`src/rtl/m_axi_reg_master.sv`:
```
// Single-outstanding AXI4-Lite-with-ID master. It takes one user command, runs AW+W/B or AR/R,
// then holds a one-entry response until the user consumes it.
module m_axi_reg_master #(
    parameter int unsigned ADDR_W = 32,
    parameter int unsigned DATA_W = 32,
    parameter int unsigned ID_W   = 4
) (
    input  logic                clk,
    input  logic                areset,
    input  logic                cmd_valid_i,
    output logic                cmd_ready_o,
    input  logic                cmd_write_i,
    input  logic [ADDR_W-1:0]   cmd_addr_i,
    input  logic [DATA_W-1:0]   cmd_wdata_i,
    input  logic [DATA_W/8-1:0] cmd_wstrb_i,
    output logic                rsp_valid_o,
    input  logic                rsp_ready_i,
    output logic                rsp_write_o,
    output logic [DATA_W-1:0]   rsp_rdata_o,
    output logic [1:0]          rsp_resp_o,
    output logic                rsp_idmis_o,
    output logic [ID_W-1:0]     awid_o,
    output logic [ADDR_W-1:0]   awaddr_o,
    output logic                awvalid_o,
    input  logic                awready_i,
    output logic [DATA_W-1:0]   wdata_o,
    output logic [DATA_W/8-1:0] wstrb_o,
    output logic                wvalid_o,
    input  logic                wready_i,
    input  logic [ID_W-1:0]     bid_i,
    input  logic [1:0]          bresp_i,
    input  logic                bvalid_i,
    output logic                bready_o,
    output logic [ID_W-1:0]     arid_o,
    output logic [ADDR_W-1:0]   araddr_o,
    output logic                arvalid_o,
    input  logic                arready_i,
    input  logic [ID_W-1:0]     rid_i,
    input  logic [DATA_W-1:0]   rdata_i,
    input  logic [1:0]          rresp_i,
    input  logic                rvalid_i,
    output logic                rready_o
);

    typedef enum logic [2:0] {StIdle, StWrReq, StWrResp, StRdAddr, StRdData, StRsp} state_e;

    state_e                state_q, state_d;
    logic [ADDR_W-1:0]     addr_q;
    logic [DATA_W-1:0]     wdata_q;
    logic [DATA_W/8-1:0]   wstrb_q;
    logic [ID_W-1:0]       id_q, id_d;
    logic                  aw_done_q, aw_done_d;
    logic                  w_done_q, w_done_d;
    logic                  rsp_write_q;
    logic [DATA_W-1:0]     rsp_rdata_q;
    logic [1:0]            rsp_resp_q;
    logic                  rsp_idmis_q;
    logic                  latch_cmd, cap_b, cap_r;
    logic                  aw_hs, w_hs;

    always_comb begin
        state_d     = state_q;
        id_d        = id_q;
        aw_done_d   = aw_done_q;
        w_done_d    = w_done_q;
        latch_cmd   = 1'b0;
        cap_b       = 1'b0;
        cap_r       = 1'b0;
        aw_hs       = 1'b0;
        w_hs        = 1'b0;
        cmd_ready_o = 1'b0;
        awvalid_o   = 1'b0;
        wvalid_o    = 1'b0;
        bready_o    = 1'b0;
        arvalid_o   = 1'b0;
        rready_o    = 1'b0;
        rsp_valid_o = 1'b0;
        unique case (state_q)
            StIdle: begin
                cmd_ready_o = 1'b1;
                if (cmd_valid_i) begin
                    latch_cmd = 1'b1;
                    aw_done_d = 1'b0;
                    w_done_d  = 1'b0;
                    state_d   = cmd_write_i ? StWrReq : StRdAddr;
                end
            end
            StWrReq: begin
                // AW and W retire independently; each valid drops after its own handshake
                awvalid_o = ~aw_done_q;
                wvalid_o  = ~w_done_q;
                aw_hs     = ~aw_done_q & awready_i;
                w_hs      = ~w_done_q & wready_i;
                aw_done_d = aw_done_q | aw_hs;
                w_done_d  = w_done_q | w_hs;
                if (aw_done_d && w_done_d) begin
                    state_d = StWrResp;
                end
            end
            StWrResp: begin
                bready_o = 1'b1;
                if (bvalid_i) begin
                    cap_b   = 1'b1;
                    state_d = StRsp;
                end
            end
            StRdAddr: begin
                arvalid_o = 1'b1;
                if (arready_i) begin
                    state_d = StRdData;
                end
            end
            StRdData: begin
                rready_o = 1'b1;
                if (rvalid_i) begin
                    cap_r   = 1'b1;
                    state_d = StRsp;
                end
            end
            StRsp: begin
                rsp_valid_o = 1'b1;
                if (rsp_ready_i) begin
                    id_d    = id_q + {{(ID_W-1){1'b0}}, 1'b1};
                    state_d = StIdle;
                end
            end
            default: state_d = StIdle;
        endcase
    end

    always_ff @(posedge clk or negedge areset) begin
        if (!areset) begin
            state_q     <= StIdle;
            addr_q      <= '0;
            wdata_q     <= '0;
            wstrb_q     <= '0;
            id_q        <= '0;
            aw_done_q   <= 1'b0;
            w_done_q    <= 1'b0;
            rsp_write_q <= 1'b0;
            rsp_rdata_q <= '0;
            rsp_resp_q  <= 2'b00;
            rsp_idmis_q <= 1'b0;
        end else begin
            state_q   <= state_d;
            id_q      <= id_d;
            aw_done_q <= aw_done_d;
            w_done_q  <= w_done_d;
            if (latch_cmd) begin
                addr_q  <= cmd_addr_i;
                wdata_q <= cmd_wdata_i;
                wstrb_q <= cmd_wstrb_i;
            end
            // A returned ID that differs from the issued one overrides the slave's resp
            if (cap_b) begin
                rsp_write_q <= 1'b1;
                rsp_rdata_q <= '0;
                rsp_idmis_q <= (bid_i != id_q);
                rsp_resp_q  <= (bid_i != id_q) ? 2'b10 : bresp_i;
            end else if (cap_r) begin
                rsp_write_q <= 1'b0;
                rsp_rdata_q <= rdata_i;
                rsp_idmis_q <= (rid_i != id_q);
                rsp_resp_q  <= (rid_i != id_q) ? 2'b10 : rresp_i;
            end
        end
    end

    assign awid_o      = id_q;
    assign arid_o      = id_q;
    assign awaddr_o    = addr_q;
    assign araddr_o    = addr_q;
    assign wdata_o     = wdata_q;
    assign wstrb_o     = wstrb_q;
    assign rsp_write_o = rsp_write_q;
    assign rsp_rdata_o = rsp_rdata_q;
    assign rsp_resp_o  = rsp_resp_q;
    assign rsp_idmis_o = rsp_idmis_q;

endmodule
```
`config.mk`:
```
export PLATFORM = sky130hd
export DESIGN_NAME = m_axi_reg_master
export DESIGN_NICKNAME = d
export VERILOG_FILES = /design/src/rtl/m_axi_reg_master.sv
export SDC_FILE = /design/constraint.sdc
export NUM_CORES = 1
export LEC_CHECK = 0
export ABC_CLOCK_PERIOD_IN_PS = 2400
export CAP_MARGIN = 20
export CORE_UTILIZATION = 35
export CTS_CLUSTER_SIZE = 30
export DETAILED_ROUTE_END_ITERATION = 10
export DONT_BUFFER_PORTS = 1
export PLACE_DENSITY = 0.54
export SYNTH_ARGS = -nofsm -noshare
export SYNTH_HDL_FRONTEND = slang
export SYNTH_SLANG_ARGS = --single-unit
```
`constraint.sdc`:
```
create_clock -name clk -period 2.4 [get_ports clk]
set_input_delay 0 -clock clk [delete_from_list [all_inputs] [get_ports clk]]
set_output_delay 0 -clock clk [all_outputs]
set_load 0.02 [all_outputs]
```
==> results of run 1 <==
cells by family after synthesis:
group	share of synthesized area (%)
muxes	17.75
adders and majority gates	0.2538
AOI/OAI and AO/OA	2.031
DFF	57.37
and+or+nand+nor	12.52
xor gates and xnor gates	1.955
buffers and inverters	8.124
per-stage QoR:
step                instances  utilization (%)
floorplan                 407                -
global placement          537            36.11
detailed placement        537            36.11
==> flow_metrics.tcl, run 1 <==
set metrics [dict create \
    dpl_cell_area_um2 4877 \
    cts_buffers 17 \
    yosys.area.top_type "dfrtp_1" \
    floorplan.initialDensity_pct 36.49 \
    clockBufferDepth 2 \
    root_buffer "clkbuf_16" \
    io_buffers 0 \
    synth.most_common_cell "dfrtp_1" \
    cts_setup_buffers 0 \
    clock-sinks 113 \
    synth_cell_types 36 \
    status "did not finish" \
    avgSynthCellArea_um2 12.11 \
    htreeDepth 4 \
    yosys-top-cells-area "dfrtp_1, mux2_1, mux2_4" \
    ys_async_sr_fraction_pct 100.0 \
    rows 42 \
    yosysSeqAreaShare_pct 57.37 \
    cts_hold_buf 114 \
    synth_top_area_share_pct 57.37 \
    synth_seq_cells 113 \
    cts.repair.resized 0 \
    ys.flop_type "dfrtp_1" \
    boundaryPins 273 \
    die_w_um 120.7 \
    gp_congestion 0.7383 \
    preCtsSetupSlack_ns 0.4643 \
    hpwl_mm 7.855 \
    synth_nets 530 \
    die_h_um 120.7 \
    synth_edf_count 0 \
    syn_inst 407 \
    synthesis.area_um2 4928 \
    yosysWarnings 0 \
    yosys-top-cells-count "dfrtp_1, nand2_1, mux2_1, buf_4, nand3_1" \
    haltStage "clock tree synthesis (4_1_cts)" \
    error "[ERROR RSZ-0060] Max buffer count reached." \
]
==> run 2, diff against run 1 <==
--- a/config.mk
+++ b/config.mk
@@ -7,11 +7,10 @@
 export LEC_CHECK = 0
 export ABC_CLOCK_PERIOD_IN_PS = 2400
 export CAP_MARGIN = 20
-export CORE_UTILIZATION = 35
-export CTS_CLUSTER_SIZE = 30
+export CORE_UTILIZATION = 20
 export DETAILED_ROUTE_END_ITERATION = 10
 export DONT_BUFFER_PORTS = 1
-export PLACE_DENSITY = 0.54
+export PLACE_DENSITY_LB_ADDON = 0.15
 export SYNTH_ARGS = -nofsm -noshare
 export SYNTH_HDL_FRONTEND = slang
 export SYNTH_SLANG_ARGS = --single-unit
==> run 2 against run 1 <==
Net effect: the flow now finishes, with violations (hold timing); synthesized area stayed put; synthesized cell count unchanged.
==> flow_metrics.tcl, run 2 <==
set metrics [dict create \
    overflow 0 \
    totalPowerFinal_w 0.009960 \
    synth_cell_types 36 \
    synth_mux_area_share_pct 17.75 \
    areaGrowthSynthToFinish_pct 42.45 \
    rsz0062_at_grt "false" \
    drt-total-wl_mm 13.53 \
    min_path_type "input port to asynchronous set/reset pin" \
    grt_usage_pct 11.03 \
    fill_cells 2453 \
    p_sw_share_pct 40.98 \
    synth.most_common_cell "dfrtp_1" \
    coreArea_um2 24250 \
    drive_above_1_share_pct 14.86 \
    syn_inst 407 \
    grt_first_pass_wirelength_mm 21.25 \
    fin_crit_ns 2.250 \
    drv_cap 0 \
    synth_compound_area_share_pct 2.031 \
    finClkSkew_ns 0.008655 \
    cts_tree "yes" \
    io_buffers 0 \
    worst_pin_slew_ns 0.6578 \
    detail-route-antenna-nets 0 \
    maxSlewHeadroom_pct 55.81 \
    worstPathCellList "nor3b_2 > nand2_2 > and3_1 > a221o_1 > dlygate4sd3_1" \
    synth_nets 530 \
    synth_seq_cells 113 \
    cellPowerDensity_nw_per_um2 1419 \
    worstSetupPathType "register to register" \
    gr-usage-met2_pct 18.30 \
    yosys-top-cells-count "dfrtp_1, nand2_1, mux2_1, buf_4, nand3_1" \
    slowest_stage "dlygate4sd3_1" \
    endpoint_kind "register" \
    root_buffer "clkbuf_16" \
    drv_slew 0 \
    use_met1_pct 12.10 \
    wl_per_cell_um 15.92 \
    dr.pass1.iters 4 \
    drc 0 \
    grt_use_met3_pct 4.611 \
    yosys-top-cells-area "dfrtp_1, mux2_1, mux2_4" \
    synth_edf_count 0 \
    crit_required_ns 2.69 \
    yosys.area.top_type "dfrtp_1" \
    gp_congestion 0.7444 \
    synth-simple-area-share_pct 12.52 \
    layout.cells.most_common "dlygate4sd3_1" \
    yosysSeqAreaShare_pct 57.37 \
    synth_xor_area_share_pct 1.955 \
    hold_viol_final 113 \
    ys_async_sr_fraction_pct 100.0 \
    floorplan.initialDensity_pct 20.33 \
    die_h_um 159.0 \
    internal_power_w 0.005878 \
    synth_fa_ha_area_share_pct 0.2539 \
    avgViaCountPerCell 4.027 \
    cp.arrival_ns 2.54 \
    leakage_nw 3.117 \
    ys.flop_type "dfrtp_1" \
    htreeDepth 4 \
    worstPathMaxFanout 14 \
    synth_top_area_share_pct 57.37 \
    whs_ns -0.7204 \
    final_cell_mix "dlygate4sd3_1, dfrtp_1, nand2_1, mux2_1, nand3_1" \
    p_switching_w 0.004082 \
    hpwl_mm 8.910 \
    cts_hold_buf 124 \
    num_vias 3423 \
    failed_checks "hold timing" \
    grt_pass1_vias 3669 \
    avgSynthCellArea_um2 12.11 \
    fin_setup_tns_ns 0 \
    die_area_um2 25270 \
    clk_latency_ns 0.41 \
    die_w_um 159.0 \
    antenna_found_initial 1 \
    rows 57 \
    power_frac_comb_pct 21.8 \
    busiest_layer "met2" \
    boundaryPins 273 \
    clock-sinks 113 \
    yosysWarnings 0 \
    clk_pin_slew_ns 0.06 \
    ir_worst_vdd_mv 0.5000 \
    setup_violations 0 \
    seq_power_share_pct 49.2 \
    grt_max_degree 114 \
    cts_buffers 17 \
    power_frac_clock_pct 29.0 \
    start_kind "register" \
    layout_worst_path_cycle_share_pct 93.74 \
    clockBufferDepth 2 \
    final_net_count 635 \
    synthesis.area_um2 4928 \
    cp_slowest_stage_delay_ns 0.55 \
    status "complete, but fails checks" \
    synth_top_family_by_area "multiplexers" \
    initialDrtViolationCount 151 \
    max_freq_ghz 0.4445 \
]
==> run 2: cell counts after synthesis <==
Identical to the previous run, type by type.
==> run 2: power groups by stage <==
stage                     registers [W]  logic (W)  clock network (W)
final                           0.00490    0.00217            0.00288
after global routing            0.00502    0.00242            0.00308
after CTS                       0.00492    0.00220            0.00299
after detailed placement        0.00495    0.00190                  0
after global placement          0.00497    0.00182                  0
after floorplan                 0.00432    0.00231                  0
==> run 2: kinds of logic after synthesis <==
family,after synthesis
adder cells (fa/ha/maj),1
buffers and inverters,61
flip-flops,113
multiplexers,70
AND/OR/NAND/NOR,134
AO/OA/AOI/OAI,17
XOR/XNOR,11
==> run 2: layout make-up <==
class	count	area, um2	share of cell area (%)
clock inverters	14	226.5	3.226
clock buffers	18	439.2	6.256
repair buffers	144	1404	20.00
multi-input cells	233	1704	24.27
diodes	1	2.502	0.03564
flip-flops and latches	113	2828	40.28
inverters	3	11.26	0.1604
well taps	324	405.4	5.774
==> run 2: worst paths after layout <==
check / endpoint / from / depth (start not counted) / slack (ns)
worst max-delay path: rsp_resp_o[0] / state_q[0] / 5 / 0.15
worst min-delay path: wdata_o[31] / areset / 0 / -0.72
max in group asynchronous: rsp_rdata_o[27] / areset / 0 / 2.98
worst max register to register: rsp_resp_o[0] / state_q[0] / 5 / 0.15
min in group clk: araddr_o[1] / cmd_valid_i / 2 / 0.05
worst min register to register: rsp_rdata_o[17] / rsp_rdata_o[17] / 2 / 0.64
==> run 2: worst max-delay path: cells and delay by family, from the launching register on <==
| kind | cells | cell delay [ns] |
|---|---|---|
| and+or+nand+nor | 3 | 0.79 |
| AOI/OAI and AO/OA | 1 | 0.24 |
| buffers and inverters | 1 | 0.55 |
| DFF | 1 | 0.54 |
==> run 2: per-layer routing <==
metal / vias to the layer above / routed length, um
li1: 1545 / -
met1: 1647 / 5383
met2: 212 / 6570
met3: 19 / 1252
met4: 0 / 324
met5: - / 0
==> run 2: repair_timing <==
action                                  4_1_cts  5_1_grt
endpoints found under the setup margin        0        4
gates resized for setup                       0        1
endpoints found under the hold margin       223      113
setup buffers                                 0        2
==> run 2: through the flow <==
step	hold WS [ns]	area, um2	util (%)	instances	worst slack (ns)
6_report	-0.7204	7020	28.95	850	0.1502
5_1_grt	-0.7520	7020	28.95	850	0.0002036
4_1_cts	-0.7498	7002	28.88	847	0.02803
3_5_place_dp	-0.2931	5095	21.01	691	0.4641
3_3_place_gp	-0.2925	5095	21.01	691	0.5409
2_1_floorplan	-0.2956	4928	-	407	0.5976
No activity file was read; power rests on OpenSTA's default activity.
==> run 3, diff against run 2 <==
--- a/config.mk
+++ b/config.mk
@@ -5,6 +5,7 @@
 export SDC_FILE = /design/constraint.sdc
 export NUM_CORES = 1
 export LEC_CHECK = 0
+export ABC_AREA = 1
 export ABC_CLOCK_PERIOD_IN_PS = 2400
 export CAP_MARGIN = 20
 export CORE_UTILIZATION = 20
==> run 3 against run 2 <==
Net effect: the run now fails in clock tree synthesis (4_1_cts); synthesized cell count increased by 50%; synthesized area increased by 4.5%.
==> flow_metrics.tcl, run 3 <==
set metrics [dict create \
    boundaryPins 273 \
    rows 58 \
    synth.most_common_cell "nand2_1" \
    yosys.area.top_type "dfrtp_1" \
    root_buffer "clkbuf_16" \
    cts_setup_buffers 0 \
    cts.repair.resized 0 \
    ys_async_sr_fraction_pct 100.0 \
    synthesis.area_um2 5150 \
    ys.flop_type "dfrtp_1" \
    yosysSeqAreaShare_pct 54.91 \
    synth_edf_count 0 \
    haltStage "clock tree synthesis (4_1_cts)" \
    clockBufferDepth 2 \
    cts_hold_buf 183 \
    avgSynthCellArea_um2 8.443 \
    synth_seq_cells 113 \
    hpwl_mm 9.671 \
    synth_nets 733 \
    synth_cell_types 24 \
    error "[ERROR RSZ-0060] Max buffer count reached." \
    die_w_um 162.5 \
    htreeDepth 4 \
    clock-sinks 113 \
    syn_inst 610 \
    die_h_um 162.5 \
    yosys-top-cells-area "dfrtp_1, nand2_1, nand3_1" \
    floorplan.initialDensity_pct 20.39 \
    cts_buffers 17 \
    gp_congestion 0.7267 \
    yosysWarnings 0 \
    yosys-top-cells-count "nand2_1, dfrtp_1, nand3_1, buf_4, nor2_1" \
    synth_top_area_share_pct 54.91 \
    io_buffers 0 \
    status "did not finish" \
]
==> run 3: cell count changes after synthesis, moves of 4 or more <==
cell     delta
nand2_1   +200
mux2_1     -49
nand3_1    +44
mux2_4     -20
inv_1      +18
nor2_1     +16
nand2_2    +14
xnor2_1     -6
buf_2       +5
nor2b_1     -5
and2_1      -4
buf_6       +4
inv_2       +4
nor3_1      -4
==> run 3: kinds of logic after synthesis <==
logic type                 Yosys count  share of synthesized area [%]
DFF                                113                          54.91
AOI/OAI and AO/OA                    5                         0.4858
and+or+nand+nor                    394                          32.56
xor gates and xnor gates             6                          1.020
adders and majority gates            1                         0.2429
buffers and inverters               91                          10.79
==> run 3: stage by stage <==
stage          cells  utilization, %  cell area (um2)  worst slack, ns  hold slack, ns
2_1_floorplan    610               -             5150           0.9612         -0.2956
3_3_place_gp     878           20.31             5130           0.7069         -0.2921
3_5_place_dp     878           20.31             5130           0.6851         -0.2915
